### src/rtl/passive_security_ctrl.sv
// Passive car-security controller: IDLE/WARN/ARMING/ARMED/ALARM FSM sharing one cycle counter.
// Optional PASSIVE_SYNC_EN inserts 2-flop input synchronizers ahead of the FSM.
module passive_security_ctrl #(
  parameter int ARM_DELAY  = 8,
  parameter int ALARM_TIME = 16,
  parameter int BUZZ_HALF  = 2,
  parameter int CNT_W      = 5
) (
  input  logic       clk,
  input  logic       reset_L,
  input  logic       CarLightsOnSign,
  input  logic       OpenDoorSign,
  input  logic       IgnitionSignalOn,
  output logic       PassiveSignal_b,
  output logic       PassiveSignal_s,
  output logic [2:0] PassiveState
);

  localparam logic [2:0] S_IDLE   = 3'd0;
  localparam logic [2:0] S_WARN   = 3'd1;
  localparam logic [2:0] S_ARMING = 3'd2;
  localparam logic [2:0] S_ARMED  = 3'd3;
  localparam logic [2:0] S_ALARM  = 3'd4;

  localparam logic [CNT_W-1:0] ARM_LAST    = CNT_W'(ARM_DELAY - 1);
  localparam logic [CNT_W-1:0] ALARM_LAST  = CNT_W'(ALARM_TIME - 1);
  localparam logic [CNT_W-1:0] BUZZ_HALF_C = CNT_W'(BUZZ_HALF);
  localparam logic [CNT_W-1:0] CNT_ONE     = CNT_W'(1);
  localparam logic [CNT_W-1:0] CNT_TWO     = CNT_W'(2);

  // Bit order: {ignition, door, lights}
  logic [2:0] raw_in;
  logic [2:0] cond_in;

  assign raw_in = {IgnitionSignalOn, OpenDoorSign, CarLightsOnSign};

`ifdef PASSIVE_SYNC_EN
  logic [2:0] sync1_q;
  logic [2:0] sync2_q;

  always_ff @(posedge clk or negedge reset_L) begin
    if (!reset_L) begin
      sync1_q <= 3'b000;
      sync2_q <= 3'b000;
    end else begin
      sync1_q <= raw_in;
      sync2_q <= sync1_q;
    end
  end

  assign cond_in = sync2_q;
`else
  assign cond_in = raw_in;
`endif

  logic lights;
  logic door;
  logic ign;

  assign lights = cond_in[0];
  assign door   = cond_in[1];
  assign ign    = cond_in[2];

  logic [2:0]       state_q;
  logic [2:0]       state_d;
  logic [CNT_W-1:0] cnt_q;
  logic [CNT_W-1:0] cnt_d;

  // Counter is zeroed on every state change, so no separate clear path is needed.
  always_comb begin
    state_d = state_q;
    cnt_d   = cnt_q;
    if (ign) begin
      state_d = S_IDLE;
      cnt_d   = '0;
    end else begin
      case (state_q)
        S_IDLE: begin
          if (lights && door) begin
            state_d = S_WARN;
            cnt_d   = '0;
          end else if (!door) begin
            state_d = S_ARMING;
            cnt_d   = '0;
          end
        end
        S_WARN: begin
          if (!lights) begin
            state_d = S_IDLE;
            cnt_d   = '0;
          end else if (!door) begin
            state_d = S_ARMING;
            cnt_d   = '0;
          end
        end
        S_ARMING: begin
          if (door) begin
            state_d = S_IDLE;
            cnt_d   = '0;
          end else if (cnt_q == ARM_LAST) begin
            state_d = S_ARMED;
            cnt_d   = '0;
          end else begin
            cnt_d = cnt_q + CNT_ONE;
          end
        end
        S_ARMED: begin
          if (door) begin
            state_d = S_ALARM;
            cnt_d   = '0;
          end
        end
        S_ALARM: begin
          if (cnt_q == ALARM_LAST) begin
            cnt_d = '0;
            if (!door) state_d = S_ARMED;
          end else begin
            cnt_d = cnt_q + CNT_ONE;
          end
        end
        default: begin
          state_d = S_IDLE;
          cnt_d   = '0;
        end
      endcase
    end
  end

  always_ff @(posedge clk or negedge reset_L) begin
    if (!reset_L) begin
      state_q <= S_IDLE;
      cnt_q   <= '0;
    end else begin
      state_q <= state_d;
      cnt_q   <= cnt_d;
    end
  end

  // Buzzer is on during even-numbered BUZZ_HALF windows of the alarm burst.
  logic buzz_on;
  assign buzz_on = ((cnt_q / BUZZ_HALF_C) % CNT_TWO) == '0;

  always_comb begin
    PassiveSignal_b = 1'b0;
    PassiveSignal_s = 1'b0;
    case (state_q)
      S_WARN:  PassiveSignal_b = 1'b1;
      S_ARMED: PassiveSignal_s = 1'b1;
      S_ALARM: begin
        PassiveSignal_b = buzz_on;
        PassiveSignal_s = 1'b1;
      end
      default: begin
        PassiveSignal_b = 1'b0;
        PassiveSignal_s = 1'b0;
      end
    endcase
  end

  assign PassiveState = state_q;

endmodule

### config.mk
export PLATFORM = sky130hd
export DESIGN_NAME = passive_security_ctrl
export DESIGN_NICKNAME = d
export VERILOG_FILES = /design/src/rtl/passive_security_ctrl.sv
export SDC_FILE = /design/constraint.sdc
export NUM_CORES = 1
export LEC_CHECK = 0
export CORE_AREA = 2 2 39 41
export CTS_CLUSTER_SIZE = 16
export DETAILED_ROUTE_END_ITERATION = 6
export DIE_AREA = 0 0 41 43
export HOLD_SLACK_MARGIN = 0.03
export PLACE_DENSITY = 0.74
export SLEW_MARGIN = 20
export SYNTH_ARGS = -nofsm -noshare
export SYNTH_HDL_FRONTEND = slang
export SYNTH_SLANG_ARGS = --single-unit
export TNS_END_PERCENT = 5
### constraint.sdc
create_clock -name clk -period 2.5 [get_ports clk]
set_input_delay 0.5 -clock clk [delete_from_list [all_inputs] [get_ports clk]]
set_output_delay 0.5 -clock clk [all_outputs]
set_load 0.005 [all_outputs]
# Word level (Yosys, flattened, before mapping)
# Cells that the tools add are included.
[op_classes]
bitwise = 0
n_lt_le_gt_ge = 0
muxes = 21
n_reduce_logical = 5
div = 0
mul = 0
eq_ne = 10
shift = 0
add_sub_neg = 1
[op_table]
columns = ["operator", "count"]
rows = [
  ["2-to-1 mux 5 bit", 8],
  ["2-to-1 mux 3 bit", 9],
  ["case mux 5 bit (5 select lines)", 1],
  ["case mux 3 bit (5 select lines)", 1],
  ["inequality test 3 bit, second input constant", 3],
  ["== test 3 x 2 -> 1 bit, second input constant", 2],
  ["adder 5 x 1 -> 5 bit, second input constant", 1],
  ["== test 5 x 3 -> 1 bit, second input constant", 1],
  ["== test 5 x 4 -> 1 bit, second input constant", 1],
  ["logical NOT 5 bit", 1],
  ["inequality test 4 bit, second input constant", 1],
  ["AND reduction 4 bit", 1],
  ["== test 3 x 1 -> 1 bit, second input constant", 1],
  ["== test 3 bit, second input constant", 1],
  ["logical NOT 3 bit", 1],
  ["case mux 1 bit (2 select lines)", 1],
  ["OR reduction 2 bit", 1],
  ["logical AND 1 bit", 1],
  ["2-to-1 mux 1 bit", 1],
]
[totals]
mem_bits_rw = 0
inputBits = 5
n_memories = 0
romBits = 0
output_inout_bits = 5
register_bits = 8
latchBits = 0
word_cells = 39

# Longest topological paths before layout
[logic_depth]
depth_word = 5
depth_mapped = 8
mapped_depth_nobuf = 8

# Least setup slack after synthesis
# Ideal clock, no wire load.
[synth_timing]
kind = "flip-flop to flip-flop"
startpoint = "register cnt_q[0]"
endpoint = "register cnt_q[2]"
path_stages_with_launch = 9
path_buffers = 0
required_time_ns = 2.434
setup_slack_ns = 0.596
setup_ns = 0.066
period_less_slack_ns = 1.904
arrival_time_ns = 1.838
path_cell_list = "dfrtp_1 -> ha_1 -> nand3_1 -> inv_1 -> ha_1 -> or4b_4 -> a211oi_1 -> a22oi_1 -> nand2_1"
[synth_via]
elab_chain_cells = 5
elab_cells_between_ends = 8
cone_classes = "add/sub (1); eq/ne (2); mux (5)"
[synth_rtl]
columns = ["element", "line", "rtl"]
rows = [
  ["start: declaration", "66", "logic [CNT_W-1:0] cnt_q;"],
  ["start signal: assignment", "135", "cnt_q <= cnt_d;"],
  ["adder 5 x 1 -> 5 bit / == test 5 x 3 -> 1 bit (equally long branches)", "104, 118, 100", ""],
  ["2-to-1 mux 5 bit", "100", "end else if (cnt_q == ARM_LAST) begin"],
  ["2-to-1 mux 5 bit", "97", "if (door) begin"],
  ["case mux 5 bit (5 select lines) *", "77", "case (state_q)"],
  ["2-to-1 mux 5 bit *", "73", "if (ign) begin"],
]
# Mark *: on every way between the ends. The rest lies on a longest branch, timed or not.
# A chain may end at the register's enable or synchronous reset.

# Final worst setup path
[layout_timing]
startpoint = "register state_q[0], in the netlist PassiveState[0]"
endpoint = "output port PassiveSignal_b"
[layout_via]
elab_chain_cells = 2
elab_cells_between_ends = 3
cone_classes = "eq/ne (2); mux (1)"
[layout_rtl]
columns = ["element", "line", "rtl"]
rows = [
  ["start: declaration", "64", "logic [2:0] state_q;"],
  ["start signal: assignment", "134", "state_q <= state_d;"],
  ["== test 3 bit / == test 3 x 1 -> 1 bit (equally long branches)", "146", "case (state_q)"],
  ["case mux 1 bit (2 select lines) *", "146", ""],
  ["end: declaration", "14", "output logic PassiveSignal_b,"],
]
# Marks and branches as above.

==> flow_results.xml <==
<?xml version="1.0" encoding="UTF-8"?>
<metrics>
  <group name="outcome">
    <metric name="outcome" unit="">complete, no violations</metric>
  </group>
  <group name="power_and_ir_drop">
    <metric name="p_per_area" unit="nW/um^2">409</metric>
    <metric name="leakage" unit="uW">0.000308</metric>
    <metric name="peakVddDrop" unit="uV">199</metric>
  </group>
  <group name="grt">
    <metric name="global_route_usage_over_all_layers" unit="%">18.2</metric>
    <metric name="first_global_vias" unit="">499</metric>
    <metric name="number_of_antenna_violations_at_the_first_check_in_global_routing" unit="">0</metric>
    <metric name="grt_first_pass_wirelength" unit="um">2110</metric>
    <metric name="grt.overflow.total" unit="">0</metric>
    <metric name="grt_start_max_net_pins" unit="">15</metric>
  </group>
  <group name="placed_design">
    <metric name="detailedPlacementHpwl" unit="um">966</metric>
    <metric name="placed_area" unit="um^2">707</metric>
    <metric name="place.port_buffers" unit="">9</metric>
    <metric name="routabilityCongestion" unit="">0.803</metric>
  </group>
  <group name="clock_network">
    <metric name="tritoncts.num_buffers" unit="">3</metric>
    <metric name="clock-sinks" unit="">8</metric>
    <metric name="cts.path.max_buffers" unit="">2</metric>
    <metric name="post_cts_setup_inserts" unit="">0</metric>
    <metric name="cts_resized" unit="">0</metric>
    <metric name="clockRootBuffer" unit="">clkbuf_4</metric>
    <metric name="clkLatencyLatePin" unit="ns">0.25</metric>
    <metric name="clk_pin_slew_worst_paths" unit="ns">0.05</metric>
    <metric name="holdBufCountCts" unit="">0</metric>
    <metric name="cts_tree" unit="">done</metric>
    <metric name="cts-htree-levels" unit="">1</metric>
  </group>
  <group name="routing">
    <metric name="wl" unit="um">1300</metric>
    <metric name="final_antenna_net_count" unit="">0</metric>
    <metric name="drt_pass_1_iters" unit="">3</metric>
    <metric name="drt_drc_violations_left" unit="">0</metric>
    <metric name="drt-initial-drc-count" unit="">7</metric>
    <metric name="wl_per_cell" unit="um">14.3</metric>
    <metric name="route.detailed.vias_per_inst" unit="">5.55</metric>
    <metric name="dr_total_vias" unit="">505</metric>
  </group>
  <group name="timing">
    <metric name="timing.final.crit_period" unit="ns">2.24</metric>
    <metric name="slew_viols_final" unit="">0</metric>
    <metric name="slew_worst_pin" unit="ns">0.416</metric>
    <metric name="grt_setup_unrepaired" unit="">false</metric>
    <metric name="max-slew-margin-rel" unit="%">72.1</metric>
    <metric name="setup-violations-final" unit="">0</metric>
    <metric name="fmax" unit="MHz">447</metric>
    <metric name="final_hold_viol_count" unit="">0</metric>
    <metric name="setup-tns-final" unit="ns">0</metric>
    <metric name="worst_clock_skew_on_the_final_layout" unit="ns">0.00338</metric>
    <metric name="period_share" unit="%">89.5</metric>
  </group>
  <group name="synthesis">
    <metric name="synth-edff-count" unit="">0</metric>
    <metric name="synth.net_count" unit="">74</metric>
    <metric name="synth_flop_cell" unit="">dfrtp_1</metric>
    <metric name="ys_ff_latch" unit="">8</metric>
    <metric name="netlist_area" unit="um^2">614</metric>
    <metric name="yosys_warnings" unit="">0</metric>
    <metric name="yosys-top-cells-area" unit="">dfrtp_1, ha_1, or4b_4</metric>
    <metric name="ys_async_sr_fraction" unit="%">100</metric>
    <metric name="synth_top_area_share" unit="%">32.6</metric>
    <metric name="postSynthCellCount" unit="">66</metric>
    <metric name="netlist-cell-type-count" unit="">34</metric>
    <metric name="yosys.area.top_type" unit="">dfrtp_1</metric>
    <metric name="synth_seq_area_share" unit="%">32.6</metric>
    <metric name="synth_area_per_cell" unit="um^2">9.31</metric>
  </group>
  <group name="finish">
    <metric name="fin_util" unit="%">52.7</metric>
    <metric name="drive_above_1_share" unit="%">10.7</metric>
    <metric name="area_growth" unit="%">18.7</metric>
    <metric name="nets" unit="">85</metric>
    <metric name="num_antenna_cells" unit="">0</metric>
    <metric name="finalInstanceArea" unit="um^2">729</metric>
    <metric name="num-fill-cells" unit="">134</metric>
  </group>
  <group name="worst_setup_path">
    <metric name="path_class" unit="">register to output port</metric>
    <metric name="timing.critical_path.to_type" unit="">output port</metric>
    <metric name="worst-endpoint-required" unit="ns">2.00</metric>
    <metric name="worst_setup_path_start_kind" unit="">register</metric>
    <metric name="timing.critical_path.arrival" unit="ns">1.74</metric>
    <metric name="crit_fanout" unit="">12</metric>
  </group>
  <group name="run">
    <metric name="cap_violations" unit="">0</metric>
  </group>
  <group name="floorplanning">
    <metric name="die_width" unit="um">41</metric>
    <metric name="floorplan.initialDensity" unit="%">44.4</metric>
    <metric name="floorplan.io_pins" unit="">10</metric>
    <metric name="std_cell_rows" unit="">14</metric>
    <metric name="design.die.area" unit="um^2">1760</metric>
    <metric name="fp.dieH" unit="um">43</metric>
    <metric name="floorplan.core_area" unit="um^2">1380</metric>
  </group>
  <group name="worst_hold_path">
    <metric name="min-delay-path-class" unit="">primary input to async pin</metric>
  </group>
</metrics>
-- layer usage --
layer  global-route usage, %  up-vias  share of wire, %
li1                        -      264                 -
met1                    23.7      233                49
met2                    26.3        6                47
met3                    1.57        2               2.8
met4                    14.0        0               1.2
met5                       0        -                 0
-- cell usage after synthesis, drive strengths merged, types with 2 or more instances --
library cell  count
dfrtp             8
nor2              6
a21oi             5
inv               4
a22o              3
buf               3
ha                3
nand2             3
nand2b            3
a31o              2
nand3             2
nor3              2
o21ai             2
or4b              2
-- placed cells by master, fill, tap and decap left out --
cell	synthesis	final
clkdlybuf4s50_1	0	9
dfrtp_1	8	8
nor2_1	6	6
a21oi_1	5	5
inv_1	4	4
nand2b_1	3	3
nand2_1	3	3
a22o_1	3	3
ha_1	3	3
clkbuf_4	0	3
o21ai_0	2	2
nand3_1	2	2
nor3_1	2	2
or4b_4	2	2
nand3b_1	1	1
xor2_1	1	1
o22a_1	1	1
a31o_4	1	1
maj3_1	1	1
a21boi_4	1	1
mux2_1	1	1
nor2b_1	1	1
o32ai_1	1	1
a21o_1	1	1
a31oi_1	1	1
a31o_1	1	1
xnor2_1	1	1
nor4b_1	1	1
o211ai_1	1	1
a211oi_1	1	1
a22oi_1	1	1
nand4_1	1	1
o2bb2ai_1	1	1
buf_4	0	1
-- cells by family (layout without fill, tap and decap cells) --
family / count (synthesis) / in the layout / synth area share (%)
flip-flops: 8 / 8 / 32.6
XOR/XNOR: 2 / 2 / 2.85
adder cells (fa/ha/maj): 4 / 4 / 7.74
AO/OA/AOI/OAI: 21 / 21 / 27.5
multiplexers: 1 / 1 / 1.83
buffers and inverters: 8 / 17 / 6.52
AND/OR/NAND/NOR: 22 / 22 / 21.0
-- final timing paths --
kind / endpoint / start / slack (ns) / cells after the start
worst min-delay path: cnt_q[0] / reset_L / 0.53 / 1
worst max-delay path: PassiveSignal_b / PassiveState[0] / 0.26 / 5
worst min register to register: cnt_q[0] / cnt_q[0] / 0.57 / 1
max in group asynchronous: cnt_q[2] / reset_L / 1.71 / 1
worst max register to register: cnt_q[2] / cnt_q[0] / 0.44 / 8
min in group clk: cnt_q[0] / cnt_q[0] / 0.57 / 1
-- flip-flops by register name, summed over array words and instances (netlist names) --
signal,count
cnt_q,5
PassiveState,3
-- metrics by stage --
step	worst slack [ns]	total power, uW	hold WS, ns	cells
detailed placement	0.423	205	0.548	88
global route	0.139	316	0.541	91
floorplan	0.596	180	0.204	66
global placement	0.417	204	0.538	88
CTS	0.242	306	0.529	91
finish	0.263	298	0.527	91
-- where the power goes --
group | switching (uW) | internal, uW
combinational | 24.7 | 33.4
clock | 40.6 | 54.7
sequential | 11.4 | 134
-- cell type report --
class                           count  area [um^2]  share of cell area, %
Sequential cell                     8          200                   27.4
Tap cell                           16         20.0                   2.74
Clock buffer                        3         22.5                   3.09
Multi-Input combinational cell     50          374                   51.3
Inverter                            4         15.0                   2.06
Timing Repair Buffer               10         97.6                   13.4
-- critical path: stages, from the launching register on --
cell	delay, ns
dfrtp_1	0.50
nand2b_1	0.23
nor2_1	0.11
a21oi_1	0.05
nor2_1	0.10
clkdlybuf4s50_1	0.50
Note: power is estimated with default switching activity, not from simulation.
==> RTL edit (same settings) <==
Add a define of `PASSIVE_SYNC_EN`.
--- a/src/rtl/passive_security_ctrl.sv
+++ b/src/rtl/passive_security_ctrl.sv
@@ -1,5 +1,7 @@
 // Passive car-security controller: IDLE/WARN/ARMING/ARMED/ALARM FSM sharing one cycle counter.
 // Optional PASSIVE_SYNC_EN inserts 2-flop input synchronizers ahead of the FSM.
+`define PASSIVE_SYNC_EN
+
 module passive_security_ctrl #(
   parameter int ARM_DELAY  = 8,
   parameter int ALARM_TIME = 16,
Function: changed (a bounded check fails within 4 cycles, from zero or initial values and one cycle with reset_L low).
==> RTL edit against the unedited design <==
  * Critical path depth fell by 1
  * Final area rose by 25%
  * Fmax fell by 1.1%
  * Area after synthesis rose by 28%
  * Wire length rose by 7.5%
  * Power rose by 66%
  * Setup slack got worse by 0.024 ns
  * Sequential cell count rose by 6
  * Global-route usage rose by 1.1 points
  * Sequential power rose by 76%
  * First-iteration DRC count did not move
  * Hold slack got worse by 0.18 ns
  * Highest routed layer unchanged
==> RTL edit: results (changes against the unedited design) <==
[yosys]
synthTopCellsByArea=dfrtp_1 (45%), ha_1 (4.8%), nor2b_1 (4.0%)  ; was dfrtp_1 (33%), ha_1 (6.1%), or4b_4 (4.5%)
synthMuxAreaShare_pct=1.435  ; was 1.833%
netlist_top_cells_count=dfrtp_1 (14), nor2_1 (8), nor2b_1 (5), o21ai_1 (4)  ; was dfrtp_1 (8), nor2_1 (6), a21oi_1 (5), inv_1 (4)
synthAdderAreaFrac_pct=6.220  ; was 7.739%
ys_types=32  ; was 34
synth_nets=83  ; was 74
synth_compound_area_share_pct=21.21  ; was 27.49%
seq_area_frac_synth_pct=44.66  ; was 32.59%
ys_ff_latch=14  ; was 8
synthXorXnorAreaFrac_pct=2.233  ; was 2.851%
synthFlopType=dfrtp_1  ; unchanged
synth_cells=75  ; was 66
yosys_warnings=0  ; unchanged

[clocking]
cts_root_buffer=clkbuf_4  ; unchanged
path_clk_slew_ns=0.08  ; was 0.05 ns
clock_latency_ns=0.27  ; was 0.25 ns
cts.path.max_buffers=2  ; unchanged

[pwr]
switching_share_pct=25.16  ; was 25.70%
intPower_uw=371.9  ; was 221.8 uW
p_leak_uw=0.0003882  ; was 0.0003084 uW
vdd_drop_max_v=0.0004209  ; was 0.0001987 V

[placed_design]
gp_congestion=0.7821  ; was 0.8028
place_inst=98  ; was 88
pre_cts_ws_ns=0.5642  ; was 0.4230 ns
portBuffers=9  ; unchanged
dpl.hpwl_um=1027  ; was 966.1 um
placed_area_sq_um=878.3  ; was 706.9 sq um

[sta]
fin_skew_ns=0.005173  ; was 0.003384 ns
setup_viol=0  ; unchanged
max_slew_margin_pct=59.43  ; was 72.05%
timing.hold.ws_ns=0.3489  ; was 0.5271 ns
finalCriticalPeriod_ns=2.261  ; was 2.237 ns

[global_route]
grt_pass1_wl_um=2235  ; was 2111 um
grt_util_met1_pct=26.41  ; was 23.67%
grt_util_met3_pct=4.712  ; was 1.571%
grt_use_met2_pct=26.56  ; was 26.25%
grt_pass1_vias=530  ; was 499
grtUsageTotal_pct=19.30  ; was 18.17%

[critical_path]
arrival_ns=1.76  ; was 1.74 ns
path_delay_family=flip-flops  ; unchanged
crit_slowest_cell=dfrtp_1  ; unchanged
crit_fanout=13  ; was 12
critPathMaxStageDelay_ns=0.57  ; was 0.50 ns
r2r_setup_slack_ns=0.76  ; was 0.44 ns

[routing]
firstDrtPassIters=4  ; was 3
m1WireLength_um=691  ; was 632 um
drt_wl_total_um=1398  ; was 1301 um
wire_per_inst_um=13.71  ; was 14.30 um
highest-signal-layer=met4  ; unchanged
via_count=576  ; was 505
dr_wl_met2_um=665  ; was 615 um
met3WireLength_um=26  ; was 37 um

[outcome]
status=finished, final reports clean  ; unchanged

[cells_and_area]
layout-drive-gt1-share_pct=12.79  ; was 10.67%
fin_util_pct=66.09  ; was 52.71%
fin_nets=95  ; was 85
regMostFlops=cnt_q  ; unchanged
nFillCells=118  ; was 134

[worst_hold_path]
hp-class=reg -> reg  ; was in -> async

[RTL edit: final timing paths]
path / from / endpoint / depth (start not counted)
hold / removal: sync1_q[2] / cond_in[2] / 0
setup reg to reg: cnt_q[1] / cnt_q[2] / 8
max in group asynchronous: reset_L / sync1_q[2] / 1
hold reg to reg: sync1_q[2] / cond_in[2] / 0
setup / recovery: PassiveState[2] / PassiveSignal_s / 4
min in group asynchronous: reset_L / PassiveState[1] / 1
[RTL edit: layout make-up]
type,count,area share [%]
clock buffers,4,3.967
inverters,3,1.231
multi-input cells,55,43.64
flip-flops and latches,14,38.30
well taps,16,2.189
repair buffers,10,10.67
[RTL edit: power groups by stage]
stage / clock, uW / sequential [uW] / combinational [uW]
floorplan: 0 / 251 / 56.9
global placement: 0 / 258 / 83.5
detailed placement: 0 / 259 / 84.0
CTS: 165 / 254 / 84.7
global route: 177 / 257 / 91.7
finish: 158 / 255 / 83.9
